## src/rtl/adder_tree_pkg.sv

```systemverilog
// Shared helpers for the pipelined adder tree: width functions and accumulator state.
package adder_tree_pkg;

    function automatic int clog2(input int n);
        int r;
        r = 0;
        while ((1 << r) < n) r++;
        return r;
    endfunction

    function automatic int sum_w(input int n, input int w);
        return w + clog2(n);
    endfunction

    function automatic int acc_w(input int n, input int w, input int g);
        return sum_w(n, w) + g;
    endfunction

    typedef enum logic {IDLE, ACCUM} acc_state_e;

endpackage

```

## src/rtl/adder_tree_stage.sv

```systemverilog
// One registered pairwise-add level of the tree; holds data and valid while stalled.
module adder_tree_stage import adder_tree_pkg::*; #(
    parameter int N = 2,
    parameter int W = 8
) (
    input  logic                  clk,
    input  logic                  rst_n,
    input  logic                  stall,
    input  logic                  in_valid,
    input  logic                  in_last,
    input  logic [N-1:0][W-1:0]   in_data,
    output logic                  out_valid,
    output logic                  out_last,
    output logic [N/2-1:0][W-1:0] out_data
);

    always_ff @(posedge clk or negedge rst_n) begin
        if (!rst_n) begin
            out_valid <= 1'b0;
            out_last  <= 1'b0;
            out_data  <= '0;
        end else if (!stall) begin
            out_valid <= in_valid;
            out_last  <= in_last;
            for (int p = 0; p < N/2; p++)
                out_data[p] <= in_data[2*p] + in_data[2*p+1];
        end
    end

endmodule

```

## src/rtl/pipelined_adder_tree.sv

```systemverilog
// Pipelined signed adder tree with a global stall; define PIPELINED_ADDER_TREE_ACC_EN
// to add a group accumulator stage driven by in_last.
module pipelined_adder_tree import adder_tree_pkg::*; #(
    parameter int N_IN      = 8,
    parameter int WIDTH     = 16,
    parameter int ACC_GUARD = 8,
    localparam int L        = clog2(N_IN),
    localparam int SUM_W    = sum_w(N_IN, WIDTH),
`ifdef PIPELINED_ADDER_TREE_ACC_EN
    localparam int OUT_W    = acc_w(N_IN, WIDTH, ACC_GUARD)
`else
    localparam int OUT_W    = SUM_W
`endif
) (
    input  logic                               clk,
    input  logic                               rst_n,
    input  logic                               in_valid,
    output logic                               in_ready,
    input  logic signed [0:N_IN-1][WIDTH-1:0]  in_data,
    input  logic                               in_last,
    output logic                               out_valid,
    input  logic                               out_ready,
    output logic signed [OUT_W-1:0]            out_sum
);

    logic                        adv;
    logic [N_IN-1:0][SUM_W-1:0]  ext;
    logic                        tree_vld;
    logic                        tree_last;
    logic [SUM_W-1:0]            tree_sum;

    assign adv      = !out_valid || out_ready;
    assign in_ready = adv;

    // Widen up front so every level can add at full width without overflow.
    always_comb begin
        ext = '0;
        for (int i = 0; i < N_IN; i++)
            ext[i] = SUM_W'($signed(in_data[i]));
    end

    for (genvar k = 0; k < L; k++) begin : g_lvl
        localparam int NI = N_IN >> k;
        logic [NI-1:0][SUM_W-1:0]   din;
        logic                       din_vld;
        logic                       din_last;
        logic [NI/2-1:0][SUM_W-1:0] dout;
        logic                       dout_vld;
        logic                       dout_last;

        if (k == 0) begin : g_src
            assign din      = ext;
            assign din_vld  = in_valid;
            assign din_last = in_last;
        end else begin : g_chain
            assign din      = g_lvl[k-1].dout;
            assign din_vld  = g_lvl[k-1].dout_vld;
            assign din_last = g_lvl[k-1].dout_last;
        end

        adder_tree_stage #(.N(NI), .W(SUM_W)) u_stage (
            .clk       (clk),
            .rst_n     (rst_n),
            .stall     (!adv),
            .in_valid  (din_vld),
            .in_last   (din_last),
            .in_data   (din),
            .out_valid (dout_vld),
            .out_last  (dout_last),
            .out_data  (dout)
        );
    end

    assign tree_vld  = g_lvl[L-1].dout_vld;
    assign tree_last = g_lvl[L-1].dout_last;
    assign tree_sum  = g_lvl[L-1].dout[0];

`ifdef PIPELINED_ADDER_TREE_ACC_EN
    acc_state_e       state;
    logic [OUT_W-1:0] acc;
    logic [OUT_W-1:0] sum_x;

    assign sum_x = OUT_W'($signed(tree_sum));

    // Group accumulator: only the closing beat of a group produces a result.
    always_ff @(posedge clk or negedge rst_n) begin
        if (!rst_n) begin
            state     <= IDLE;
            acc       <= '0;
            out_valid <= 1'b0;
            out_sum   <= '0;
        end else if (adv) begin
            out_valid <= 1'b0;
            if (tree_vld) begin
                case (state)
                    IDLE: begin
                        if (tree_last) begin
                            out_sum   <= sum_x;
                            out_valid <= 1'b1;
                        end else begin
                            acc   <= sum_x;
                            state <= ACCUM;
                        end
                    end
                    ACCUM: begin
                        if (tree_last) begin
                            out_sum   <= acc + sum_x;
                            out_valid <= 1'b1;
                            state     <= IDLE;
                        end else begin
                            acc <= acc + sum_x;
                        end
                    end
                    default: state <= IDLE;
                endcase
            end
        end
    end
`else
    logic unused_last;

    assign unused_last = tree_last;
    assign out_valid   = tree_vld;
    assign out_sum     = tree_sum;
`endif

endmodule
```

## config.mk

```make
export PLATFORM = sky130hd
export DESIGN_NAME = pipelined_adder_tree
export DESIGN_NICKNAME = d
export VERILOG_FILES = /design/src/rtl/adder_tree_pkg.sv /design/src/rtl/adder_tree_stage.sv /design/src/rtl/pipelined_adder_tree.sv
export SDC_FILE = /design/constraint.sdc
export NUM_CORES = 1
export LEC_CHECK = 0
export CAP_MARGIN = 5
export CELL_PAD_IN_SITES_DETAIL_PLACEMENT = 1
export CELL_PAD_IN_SITES_GLOBAL_PLACEMENT = 1
export CORE_MARGIN = 2
export CORE_UTILIZATION = 35
export DETAILED_ROUTE_END_ITERATION = 6
export PLACE_DENSITY_LB_ADDON = 0.15
export SLEW_MARGIN = 25
export SYNTH_ARGS = -nofsm -noshare
export SYNTH_HDL_FRONTEND = slang
export SYNTH_SLANG_ARGS = --single-unit
export TNS_END_PERCENT = 50
```

## constraint.sdc

```tcl
create_clock -name clk -period 2.8 [get_ports clk]
set_clock_uncertainty 0.1 [all_clocks]
set_input_delay 0.42 -clock clk [delete_from_list [all_inputs] [get_ports clk]]
set_output_delay 0.42 -clock clk [all_outputs]
set_load 0.01 [all_outputs]
```

== Word-level counts from Yosys, hierarchy flattened ==
Cells that the tools add are included.
Storage, ports and cells
  register bits: 136
  bits of input ports: 133
  output and inout bits: 21
  logic and storage cells: 19
Operators by class
  $add $sub $neg: 7
  reduce and logical (&&, ||, !) cells: 2
Operators by type and width (number)
  $add A16 B16 Y17: 4
  $add A19 B19 Y19: 3
  $logic_not A1 Y1: 1
  $logic_or A1 B1 Y1: 1

== Longest topological paths before layout ==
  depth after elaboration: 2
  depth in mapped cells: 10
  mapped depth without buffers: 10

== By module ==
From an unflattened synthesis, not the netlist that was laid out.
Unflattened totals
  cell total of the unflattened synthesis: 1376
  area, all modules: 11718.7 µm²
Modules (own cells, without submodules)
  adder_tree_stage (g_lvl[0].u_stage): times used 1, cells each 770, area an instance 6546.3 µm², sequential area each 1951.9 µm²
  adder_tree_stage (g_lvl[1].u_stage): times used 1, cells each 384, area an instance 3304.4 µm², sequential area each 1001.0 µm²
  adder_tree_stage (g_lvl[2].u_stage): times used 1, cells each 220, area an instance 1855.5 µm², sequential area each 525.5 µm²
  pipelined_adder_tree: times used 1, cells each 2, area an instance 12.5 µm², sequential area each 0.0 µm²

== Worst setup path after synthesis ==
Ideal clock, no wire load.
  path kind: input to register
  from: input in_data[0] (netlist name)
  to: register g_lvl[0].u_stage.out_data[74] (netlist name)
  library setup time: 82 ps
  arrival time: 2534 ps
  data required time: 2618 ps
  slack: 84 ps
  cell stages on the path: 9
  path buffers: 0
  cells stage by stage: ha_1 > fa_1 > a211oi_2 > o21ai_1 > a21oi_2 > o21ai_2 > o311a_1 > or4_1 > a31oi_1
On the way
  cells in the longest elaborated chain, start to end: 1
Ends and longest elaborated chain
  from (decl): line pipelined_adder_tree.sv:19  | input logic signed [0:N_IN-1][WIDTH-1:0] in_data,
  $add A16 B16 Y17: line adder_tree_stage.sv:26  | out_data[p] <= in_data[2*p] + in_data[2*p+1];
  to (signal, indexed assignment): line adder_tree_stage.sv:26
  to (decl): line adder_tree_stage.sv:14  | output logic [N/2-1:0][W-1:0] out_data
No other way between the ends.
A chain may end at the register's enable or synchronous reset.

== Worst setup path in the final report ==
  from: input in_data[64] (netlist name)
  to: register g_lvl[0].u_stage.out_data[31] (netlist name)
Same word-level chain as after synthesis.

==> impl_metrics.toml <==
[outcome]
status = "finished, final reports clean"

[placed_design]
place.gp.congestion = 0.813
dp_slack_ns = -0.505
hpwl_um = 20600
io_buffer_count = 152

[cells_and_area]
diodes = 0
fin_util_pct = 46.8
drive_gt1_share_pct = 10.1
fill_cells = 3271
nets = 1600
synthToLayoutAreaGrowth_pct = 31.5
final_common_cell = "clkdlybuf4s50_1"
final_cell_mix = "147 x clkdlybuf4s50_1, 128 x dfrtp_1, 125 x nand2_1, 117 x a21oi_1, 114 x ha_1"

[routing]
vias_per_cell = 5.20
drtIter0Drc = 333
ant_nets = 0
vias = 9018
drc = 0
drt-pass1-iter-count = 4
routed_wl_um = 26700
wl_per_cell_um = 15.4

[cts]
cts_root_buffer = "clkbuf_16"
cts_made_buffers = 17
clkLatencyLatePin_ns = 0.42
cts_tree = "done"
ctsHtreeMaxLevel = 4
numClockSinks = 128
clk_pin_slew_ns = 0.06
clk_path_buf_depth = 2

[die]
core_region_area_mm2 = 0.0278
fp-row-count = 61
start_util_pct = 35.6
ioPinCount = 154
die_h_um = 172
die_w_um = 172
die_area_mm2 = 0.0296

[global_route]
grt.busiest_layer = "met2"
grtUsageMet2_pct = 31.2
track_usage_pct = 18.7
grtUsageMet1_pct = 25.6
grt_pass1_vias = 9189
antenna_found_initial = 0
grt_pass1_wl_um = 44700
grt_max_degree = 112
overflow = 0
met3_usage_pct = 3.43

[hold_path]
hp-class = "in -> reg"

[worst_setup_path]
cp-start-kind = "input port"
endpoint_kind = "flop"
critPathMaxFanout = 2
r2r-start = "g_lvl[0].u_stage.out_data[38]$_DFFE_PN0P_"
r2r-end = "g_lvl[1].u_stage.out_data[35]$_DFFE_PN0P_"
crit_end = "g_lvl[0].u_stage.out_data[31]$_DFFE_PN0P_"
cp_data_required_time_ns = 3.01
ff2ff_path_depth = 10
crit_type = "in -> reg"
r2r_slack_ns = 0.17
startpoint = "in_data[64]"
arrival_ns = 2.85

[logic_synthesis]
async_reset_ff_share_pct = 100
dominantRegCellSynth = "dfrtp_1"
seq_area_frac_synth_pct = 32.4
synth_seq_cells = 128
ys_types = 75
synth_compound_area_share_pct = 25.4
synth_fa_ha_area_share_pct = 16.1
synth_xor_area_share_pct = 6.28
muxShareOfSynthArea_pct = 0.746
synth_area_mm2 = 0.00989
ys_warn_count = 0
synth_cells = 1137
synth_top_family_by_area = "compound AO/OA/AOI/OAI gates"
synth_edf_count = 0
yosys.area_share.simple_pct = 16.3
avgSynthCellArea_um2 = 8.70
syn-num-nets = 1393

[timing]
relSlewSlack_pct = 62.9
whs_ns = 0.249
slew_viol_final = 0
setup_viol = 0
fmax_mhz = 378
tightest_slew_ns = 0.552
min_period_over_period_pct = 94.4
hold_viol = 0
setup_slack_ns = 0.156
rsz0062_at_grt = "false"
finalCriticalPeriod_ns = 2.64

[power_and_ir_drop]
powerDensity_mw_per_mm2 = 976
p_leak_uw = 0.00581
total_power_uw = 12700
ir_drop_mv = 0.651

[run]
maxCapViolations = 0
==> logic make-up after synthesis <==
family,count (synthesis)
AOI/OAI and AO/OA,390
and+or+nand+nor,345
DFF,128
adders and majority gates,123
buffers and inverters,73
xor gates and xnor gates,71
muxes,7
==> worst min path at each step <==
stage | startpoint | end | slack [ns] | cells after the start
detailed placement | rst_n | g_lvl[0].u_stage.out_data[21]$_DFFE_PN0P_ | 0.19 | 1
global placement | rst_n | g_lvl[0].u_stage.out_data[21]$_DFFE_PN0P_ | 0.19 | 1
global route | in_data[0] | g_lvl[0].u_stage.out_data[57]$_DFFE_PN0P_ | 0.25 | 4
finish | in_data[0] | g_lvl[0].u_stage.out_data[57]$_DFFE_PN0P_ | 0.25 | 4
CTS | rst_n | g_lvl[0].u_stage.out_data[21]$_DFFE_PN0P_ | 0.29 | 2
floorplan | rst_n | g_lvl[0].u_stage.out_data[0]$_DFFE_PN0P_ | 0.02 | 0
==> per-layer routing <==
metal	part of all wire, %	wire length (µm)	vias to the layer above
met4	0.53	142	0
met3	3.0	814	11
li1	-	-	4568
met1	49	13200	4339
met2	47	12600	100
met5	0	0	-
==> cells in the mapped netlist, types with 3 or more instances <==
cell type | count | area, µm²
o21bai_1 | 16 | 120
nand2_1 | 125 | 469
a31oi_1 | 11 | 68.8
mux2i_1 | 4 | 40.0
o31ai_1 | 13 | 97.6
nor2_1 | 92 | 345
a211oi_1 | 10 | 75.1
dfrtp_1 | 128 | 3200
nor3b_1 | 13 | 97.6
ha_1 | 116 | 1450
a311oi_1 | 4 | 35.0
and2_1 | 4 | 25.0
a21boi_1 | 3 | 22.5
or3_1 | 6 | 37.5
a21o_1 | 42 | 315
a41oi_1 | 3 | 26.3
o21a_1 | 25 | 188
o311ai_1 | 5 | 43.8
o21ai_0 | 53 | 265
xor2_1 | 35 | 307
a21oi_1 | 119 | 596
nand3_1 | 12 | 60.1
a211oi_2 | 3 | 37.5
or4_1 | 4 | 30.0
xnor2_1 | 36 | 315
and3_1 | 4 | 25.0
a211o_1 | 3 | 26.3
nand2b_1 | 16 | 100
a221oi_1 | 5 | 43.8
nor3_1 | 29 | 145
o211ai_1 | 8 | 60.1
o41ai_1 | 3 | 26.3
nor2b_1 | 12 | 75.1
buf_1 | 8 | 30.0
nor4_1 | 4 | 25.0
o21ai_1 | 34 | 170
nand4b_1 | 3 | 26.3
fa_1 | 7 | 140
clkbuf_1 | 31 | 116
inv_1 | 33 | 124
nand4_1 | 10 | 62.6
==> state kept, by name, indices dropped and copies added (netlist names) <==
register and flops:
g_lvl.u_stage.out_valid 3, g_lvl.u_stage.out_data 125
==> metrics by stage <==
step / instance area [µm²] / setup TNS (ns) / std cells
floorplan: 9890 / 0 / 1137
global placement: 12400 / -3.09 / 1701
detailed placement: 12400 / -3.75 / 1701
CTS: 13000 / 0 / 1734
global route: 13000 / 0 / 1735
finish: 13000 / 0 / 1735
==> final cells by class <==
| type | count | area (µm²) | share of cell area [%] |
|---|---|---|---|
| clock buffers | 18 | 439 | 3.38 |
| multi-input cells | 936 | 6470 | 49.7 |
| clock inverters | 14 | 141 | 1.09 |
| inverters | 34 | 130 | 1.00 |
| flip-flops and latches | 128 | 3200 | 24.6 |
| well taps | 378 | 473 | 3.63 |
| repair buffers | 227 | 2160 | 16.6 |
==> where the power goes <==
part | internal, µW | switching, µW | total (µW)
Sequential | 2670 | 504 | 3170
Combinational | 3360 | 3960 | 7320
Clock | 1330 | 876 | 2200
==> critical path: stages <==
cell	delay (ns)
clkdlybuf4s50_1	0.40
ha_1	0.23
fa_1	0.39
a21o_1	0.19
a21oi_1	0.20
o21ai_1	0.15
a41oi_1	0.32
o21a_1	0.21
xnor2_1	0.07
mux2_2	0.26
==> what timing repair did <==
action,in CTS,in global routing
pin swaps,3,13
resized for setup,1,14
buffers inserted,0,1
setup endpoints to repair,2,8
gates cloned,0,0
hold endpoints to repair,11,0
hold buffers,1,0
No activity file was read; power rests on OpenSTA's default activity.
